<file path="src/rtl/div_iter_pkg.sv">
// rtl/div_iter_pkg.sv - shared CPU package: divider state encoding and sizing
package div_iter_pkg;

    localparam int DIV_WIDTH = 32;
    localparam int DIV_ITERS = 32;

    typedef enum logic [1:0] {
        IDLE = 2'd0,
        CALC = 2'd1,
        DONE = 2'd2
    } div_state_t;

endpackage

</file>
<file path="src/rtl/div_step.sv">
// rtl/div_step.sv - one combinational restoring shift-subtract division step
// Ports:
//   rem_in  - partial remainder before the step
//   quo_in  - quotient/dividend shift register before the step
//   divisor - divisor magnitude
//   rem_out - partial remainder after the step
//   quo_out - quotient/dividend shift register after the step
module div_step
    import div_iter_pkg::*;
(
    input  logic [DIV_WIDTH-1:0] rem_in,
    input  logic [DIV_WIDTH-1:0] quo_in,
    input  logic [DIV_WIDTH-1:0] divisor,
    output logic [DIV_WIDTH-1:0] rem_out,
    output logic [DIV_WIDTH-1:0] quo_out
);

    logic [DIV_WIDTH:0] trial;
    logic [DIV_WIDTH:0] diff;
    logic               fits;

    // The next dividend bit shifts out of the top of quo_in into the remainder;
    // the freed low bit of quo_in receives the new quotient bit.
    assign trial   = {rem_in, quo_in[DIV_WIDTH-1]};
    assign diff    = trial - {1'b0, divisor};
    assign fits    = (trial >= {1'b0, divisor});
    assign rem_out = fits ? diff[DIV_WIDTH-1:0] : trial[DIV_WIDTH-1:0];
    assign quo_out = {quo_in[DIV_WIDTH-2:0], fits};

endmodule

</file>
<file path="src/rtl/div_iter.sv">
// rtl/div_iter.sv - iterative 32-step restoring divider (DIV/DIVU), hilo result
// Optional feature macro: DIV_FLUSH_EN (adds the flush abort port).
// Ports:
//   clk        - rising-edge clock
//   resetn     - asynchronous active-low reset
//   start      - division request, sampled only in IDLE
//   signed_div - 1 = signed, 0 = unsigned; sampled with start
//   a, b       - dividend and divisor; sampled with start
//   flush      - abort request (DIV_FLUSH_EN only)
//   busy       - high in CALC and DONE
//   valid      - one-cycle result strobe (DONE)
//   result     - {remainder, quotient}
module div_iter
    import div_iter_pkg::*;
(
    input  logic                   clk,
    input  logic                   resetn,
    input  logic                   start,
    input  logic                   signed_div,
    input  logic [DIV_WIDTH-1:0]   a,
    input  logic [DIV_WIDTH-1:0]   b,
`ifdef DIV_FLUSH_EN
    input  logic                   flush,
`endif
    output logic                   busy,
    output logic                   valid,
    output logic [2*DIV_WIDTH-1:0] result
);

    localparam int CNT_W = $clog2(DIV_ITERS);
    localparam logic [CNT_W-1:0] LAST_STEP = CNT_W'(DIV_ITERS - 1);

    div_state_t           state;
    logic [CNT_W-1:0]     cnt;
    logic [DIV_WIDTH-1:0] rem;
    logic [DIV_WIDTH-1:0] quo;
    logic [DIV_WIDTH-1:0] dvs;
    logic                 sign_a;
    logic                 sign_b;
    logic                 sdiv;
    logic                 b_zero;
    logic                 kill;

    logic [DIV_WIDTH-1:0] rem_next;
    logic [DIV_WIDTH-1:0] quo_next;
    logic [DIV_WIDTH-1:0] q_final;
    logic [DIV_WIDTH-1:0] r_final;

`ifdef DIV_FLUSH_EN
    assign kill  = flush;
    assign valid = (state == DONE) && !flush;
`else
    assign kill  = 1'b0;
    assign valid = (state == DONE);
`endif

    assign busy = (state != IDLE);

    div_step u_step (
        .rem_in  (rem),
        .quo_in  (quo),
        .divisor (dvs),
        .rem_out (rem_next),
        .quo_out (quo_next)
    );

    // With a zero divisor every step "fits", so the remainder ends as |a| and
    // sign correction restores a itself; only the quotient must be forced.
    // The INT_MIN / -1 case falls out naturally: magnitude 0x80000000 negated
    // is still 0x80000000.
    always_comb begin
        q_final = quo_next;
        r_final = rem_next;
        if (b_zero) begin
            q_final = '1;
        end else if (sdiv && (sign_a ^ sign_b)) begin
            q_final = -quo_next;
        end
        if (sdiv && sign_a) begin
            r_final = -rem_next;
        end
    end

    always_ff @(posedge clk or negedge resetn) begin
        if (!resetn) begin
            state  <= IDLE;
            cnt    <= '0;
            rem    <= '0;
            quo    <= '0;
            dvs    <= '0;
            sign_a <= 1'b0;
            sign_b <= 1'b0;
            sdiv   <= 1'b0;
            b_zero <= 1'b0;
            result <= '0;
        end else begin
            case (state)
                IDLE: begin
                    if (start && !kill) begin
                        sdiv   <= signed_div;
                        sign_a <= a[DIV_WIDTH-1];
                        sign_b <= b[DIV_WIDTH-1];
                        b_zero <= (b == '0);
                        quo    <= (signed_div && a[DIV_WIDTH-1]) ? -a : a;
                        dvs    <= (signed_div && b[DIV_WIDTH-1]) ? -b : b;
                        rem    <= '0;
                        cnt    <= '0;
                        state  <= CALC;
                    end
                end
                CALC: begin
                    if (kill) begin
                        state <= IDLE;
                    end else begin
                        rem <= rem_next;
                        quo <= quo_next;
                        cnt <= cnt + 1'b1;
                        if (cnt == LAST_STEP) begin
                            result <= {r_final, q_final};
                            state  <= DONE;
                        end
                    end
                end
                DONE: begin
                    state <= IDLE;
                end
                default: begin
                    state <= IDLE;
                end
            endcase
        end
    end

endmodule

</file>
<file path="config.mk">
export PLATFORM = sky130hd
export DESIGN_NAME = div_iter
export DESIGN_NICKNAME = d
export VERILOG_FILES = /design/src/rtl/div_iter_pkg.sv /design/src/rtl/div_step.sv /design/src/rtl/div_iter.sv
export SDC_FILE = /design/constraint.sdc
export NUM_CORES = 1
export LEC_CHECK = 0
export BUFFER_PORTS_ARGS = -buffer_cell sky130_fd_sc_hd__buf_2
export CORE_MARGIN = 5
export CORE_UTILIZATION = 38
export CTS_CLUSTER_SIZE = 25
export DETAILED_ROUTE_END_ITERATION = 12
export GPL_ROUTABILITY_DRIVEN = 0
export SETUP_SLACK_MARGIN = 0.1
export SYNTH_ARGS = -nofsm -noshare
export SYNTH_HDL_FRONTEND = slang
export SYNTH_SLANG_ARGS = --single-unit
</file>
<file path="constraint.sdc">
create_clock -name clk -period 10.6 [get_ports clk]
set_clock_uncertainty 0.2 [all_clocks]
set_input_delay 1.59 -clock clk [delete_from_list [all_inputs] [get_ports clk]]
set_output_delay 1.59 -clock clk [all_outputs]
set_load 0.1 [all_outputs]
</file>
==> impl_metrics.yaml <==
status:
  status: "completed"
grt:
  grt_pass1_wl_mm: 54.3
  grt_pass1_vias: 9904
  grt_usage_pct: 19.6
  antenna_found_initial: 0
  grt_max_degree: 102
  gr-total-overflow: 0
final_layout:
  drive_above_1_share_pct: 12.7
  fillers: 3082
  area_delta_synth_final_pct: 13.6
  nNetsFinal: 1617
  antenna_cells_inserted: 0
yosys:
  synthDistinctLibCells: 76
  synth-seq-area-share_pct: 36.8
  async_reset_ff_share_pct: 100
  syn-mean-instance-area_um2: 8.17
  synth_fp_nets: 1530
  synth_area_um2: 11600
  synthCells: 1423
  synth_warnings: 0
  ys_seq_elements: 171
  synth-edff-count: 0
  synthFlopType: "dfrtp_1"
timing:
  tns_ns: 0
  rsz0062_at_grt: "false"
  tightest_slew_ns: 1.05
  relSlewSlack_pct: 29.9
  drv_slew: 0
  clock.fmax_mhz: 172
  finalHoldViolCount: 0
  setup_viol: 0
  layout_min_cycle_time_ns: 5.82
  fin_crit_sh_pct: 54.9
place:
  portBuffers: 133
  dp_hpwl_mm: 25.5
floorplanning:
  die_area_um2: 34200
  die_w_um: 185
  io_pins: 134
  die_h_um: 185
  initial_utilization_pct: 38.2
  core_um2: 30400
  rows: 64
clocking:
  cts_tree: "built"
  cts_max_level: 4
  ctsResizeCount: 0
  worstSkewPairLatency_ns: 0.45
  numCtsBuffers: 17
  postCtsSetupRepairBufs: 0
  cts_max_path_buffers: 2
  root_buffer: "clkbuf_16"
  clk_pin_slew_worst_paths_ns: 0.08
  cts_hold_buf: 0
  cts_sinks: 171
critical_path:
  crit_chain: "ha_1 > nand4_1 > or3_1 > or4_4 > o211ai_2 > a31o_1 > buf_4 > nand2_1 > o21ai_0 > ha_1 > and4b_1 > nand4b_1 > nor3_1 > a32oi_1 > nor4b_1 > a31oi_1 > xnor2_1 > o21ai_0"
  cpMaxStageDelayCell: "nor4b_1"
  rr_worst_depth: 18
  endpoint: "result[56]$_DFFE_PN0P_"
  r2r-start: "rem[15]$_DFFE_PN0P_"
  r2r-end: "result[56]$_DFFE_PN0P_"
  crit_path_start: "rem[15]$_DFFE_PN0P_"
  slowest_delay_ns: 0.63
  timing.critical_path.arrival_ns: 5.99
  critPathMaxFanout: 33
  start_kind: "flip-flop"
  required_ns: 10.76
  crit_type: "reg -> reg"
  rrSetupSlack_ns: 4.78
  endpoint_kind: "flip-flop"
routing:
  num_vias: 10700
  wirelength_mm: 34.0
  post-route-drc-count: 0
  via_per_inst: 5.56
  drtIter0Drc: 1008
  final_antenna_net_count: 0
  wl_per_cell_um: 17.7
  firstDrtPassIters: 5
run:
  max_cap_violations: 0
hold_path:
  min_path_type: "reg -> reg"
==> cell families after synthesis <==
kind of cell               synth area share [%]
AOI/OAI and AO/OA                          23.3
DFF                                        36.8
muxes                                      1.73
buffers and inverters                      4.36
xor gates and xnor gates                   10.3
adders and majority gates                  4.26
and+or+nand+nor                            19.2
==> worst min path at each step <==
stage	startpoint	to	slack, ns	depth (start not counted)
final	result[39]$_DFFE_PN0P_	result[39]$_DFFE_PN0P_	0.27	2
after global routing	cnt[3]$_DFFE_PN0P_	cnt[3]$_DFFE_PN0P_	0.30	1
after CTS	result[39]$_DFFE_PN0P_	result[39]$_DFFE_PN0P_	0.28	2
after detailed placement	result[52]$_DFFE_PN0P_	result[52]$_DFFE_PN0P_	0.27	2
after global placement	result[57]$_DFFE_PN0P_	result[57]$_DFFE_PN0P_	0.26	2
after floorplan	cnt[3]$_DFFE_PN0P_	cnt[3]$_DFFE_PN0P_	0.25	1
==> area by class of cell <==
cell class                 count  area, um2  area share [%]
multi-input combinational   1121       6860            51.9
sequential                   171       4280            32.4
timing repair buffer         141        732            5.55
tap                          396        495            3.75
clock buffer                  17        425            3.22
inverter                      58        220            1.67
clock inverter                15        191            1.45
==> registers in the layout, indices dropped and copies added, names as in the netlist <==
| signal | cells |
|---|---|
| state | 2 |
| sdiv | 1 |
| sign_a | 1 |
| b_zero | 1 |
| sign_b | 1 |
| rem | 32 |
| quo | 32 |
| result | 64 |
| cnt | 5 |
| dvs | 32 |
==> worst max-delay path, delay by kind of cell (launching register included) <==
kind	cells	cell delay, ns
xor+xnor	1	0.16
buf+inv	1	0.46
simple gates	8	2.70
compound gates	6	0.96
flops	1	0.43
fa+ha+maj	2	0.81
==> cell usage in the layout (no fill, tap or decap), types with 5 or more instances in the layout <==
master / n
a211oi_1: 5
a21o_1: 9
a21oi_1: 122
a22oi_1: 32
a31oi_1: 18
and2_1: 17
and3_1: 10
and4_1: 5
buf_2: 132
buf_4: 8
clkbuf_16: 17
dfrtp_1: 171
ha_1: 38
inv_1: 56
mux2i_1: 19
nand2_1: 165
nand3_1: 55
nand4_1: 6
nor2_1: 103
nor3_1: 31
nor4_1: 14
o21a_1: 6
o21ai_0: 181
o31ai_1: 21
o41ai_1: 6
or3_1: 16
or4_1: 10
xnor2_1: 70
xor2_1: 67
==> routing by layer <==
| layer | global-route usage [%] | up-vias | wire, um |
|---|---|---|---|
| met5 | 0 | - | 0 |
| met1 | 30.5 | 5000 | 17000 |
| met4 | 4.52 | 0 | 496 |
| li1 | - | 5254 | - |
| met3 | 3.91 | 43 | 2290 |
| met2 | 28.0 | 370 | 14200 |
==> cell usage after synthesis (5+ instances only) <==
cell / n / share of area, %
o31ai_1: 21 / 1.4
and3_1: 10 / 0.54
nor4_1: 14 / 0.75
a21oi_1: 122 / 5.3
xnor2_1: 70 / 5.3
ha_1: 38 / 4.1
a211oi_1: 5 / 0.32
and4_1: 5 / 0.38
inv_1: 56 / 1.8
clkbuf_1: 65 / 2.1
nor2_1: 105 / 3.4
nor2b_1: 5 / 0.27
nand3_1: 55 / 2.4
dfrtp_1: 171 / 37
a22oi_1: 32 / 2.1
or3_1: 16 / 0.86
or4_1: 10 / 0.65
nor3_1: 31 / 1.3
o21a_1: 6 / 0.39
xor2_1: 67 / 5.0
a21o_1: 9 / 0.58
and2_1: 17 / 0.92
o21ai_0: 181 / 7.8
a31oi_1: 18 / 0.97
mux2i_1: 19 / 1.6
nand2b_1: 5 / 0.27
o41ai_1: 6 / 0.45
nand4_1: 6 / 0.32
nand2_1: 167 / 5.4
==> metrics by stage <==
| step | worst slack, ns | hold WS [ns] | instance area [um2] | utilization [%] | std cells |
|---|---|---|---|---|---|
| detailed placement | 4.87 | 0.265 | 12600 | 41.4 | 1887 |
| floorplan | 5.55 | 0.249 | 11600 | - | 1423 |
| global placement | 5.01 | 0.257 | 12600 | 41.4 | 1887 |
| finish | 4.78 | 0.272 | 13200 | 43.4 | 1919 |
| CTS | 4.86 | 0.283 | 13200 | 43.4 | 1919 |
| global route | 4.38 | 0.297 | 13200 | 43.4 | 1919 |
Power is left out: the tool's default activity adds up to more than one toggle a clock period on the data nets, which glitch-free logic cannot reach.
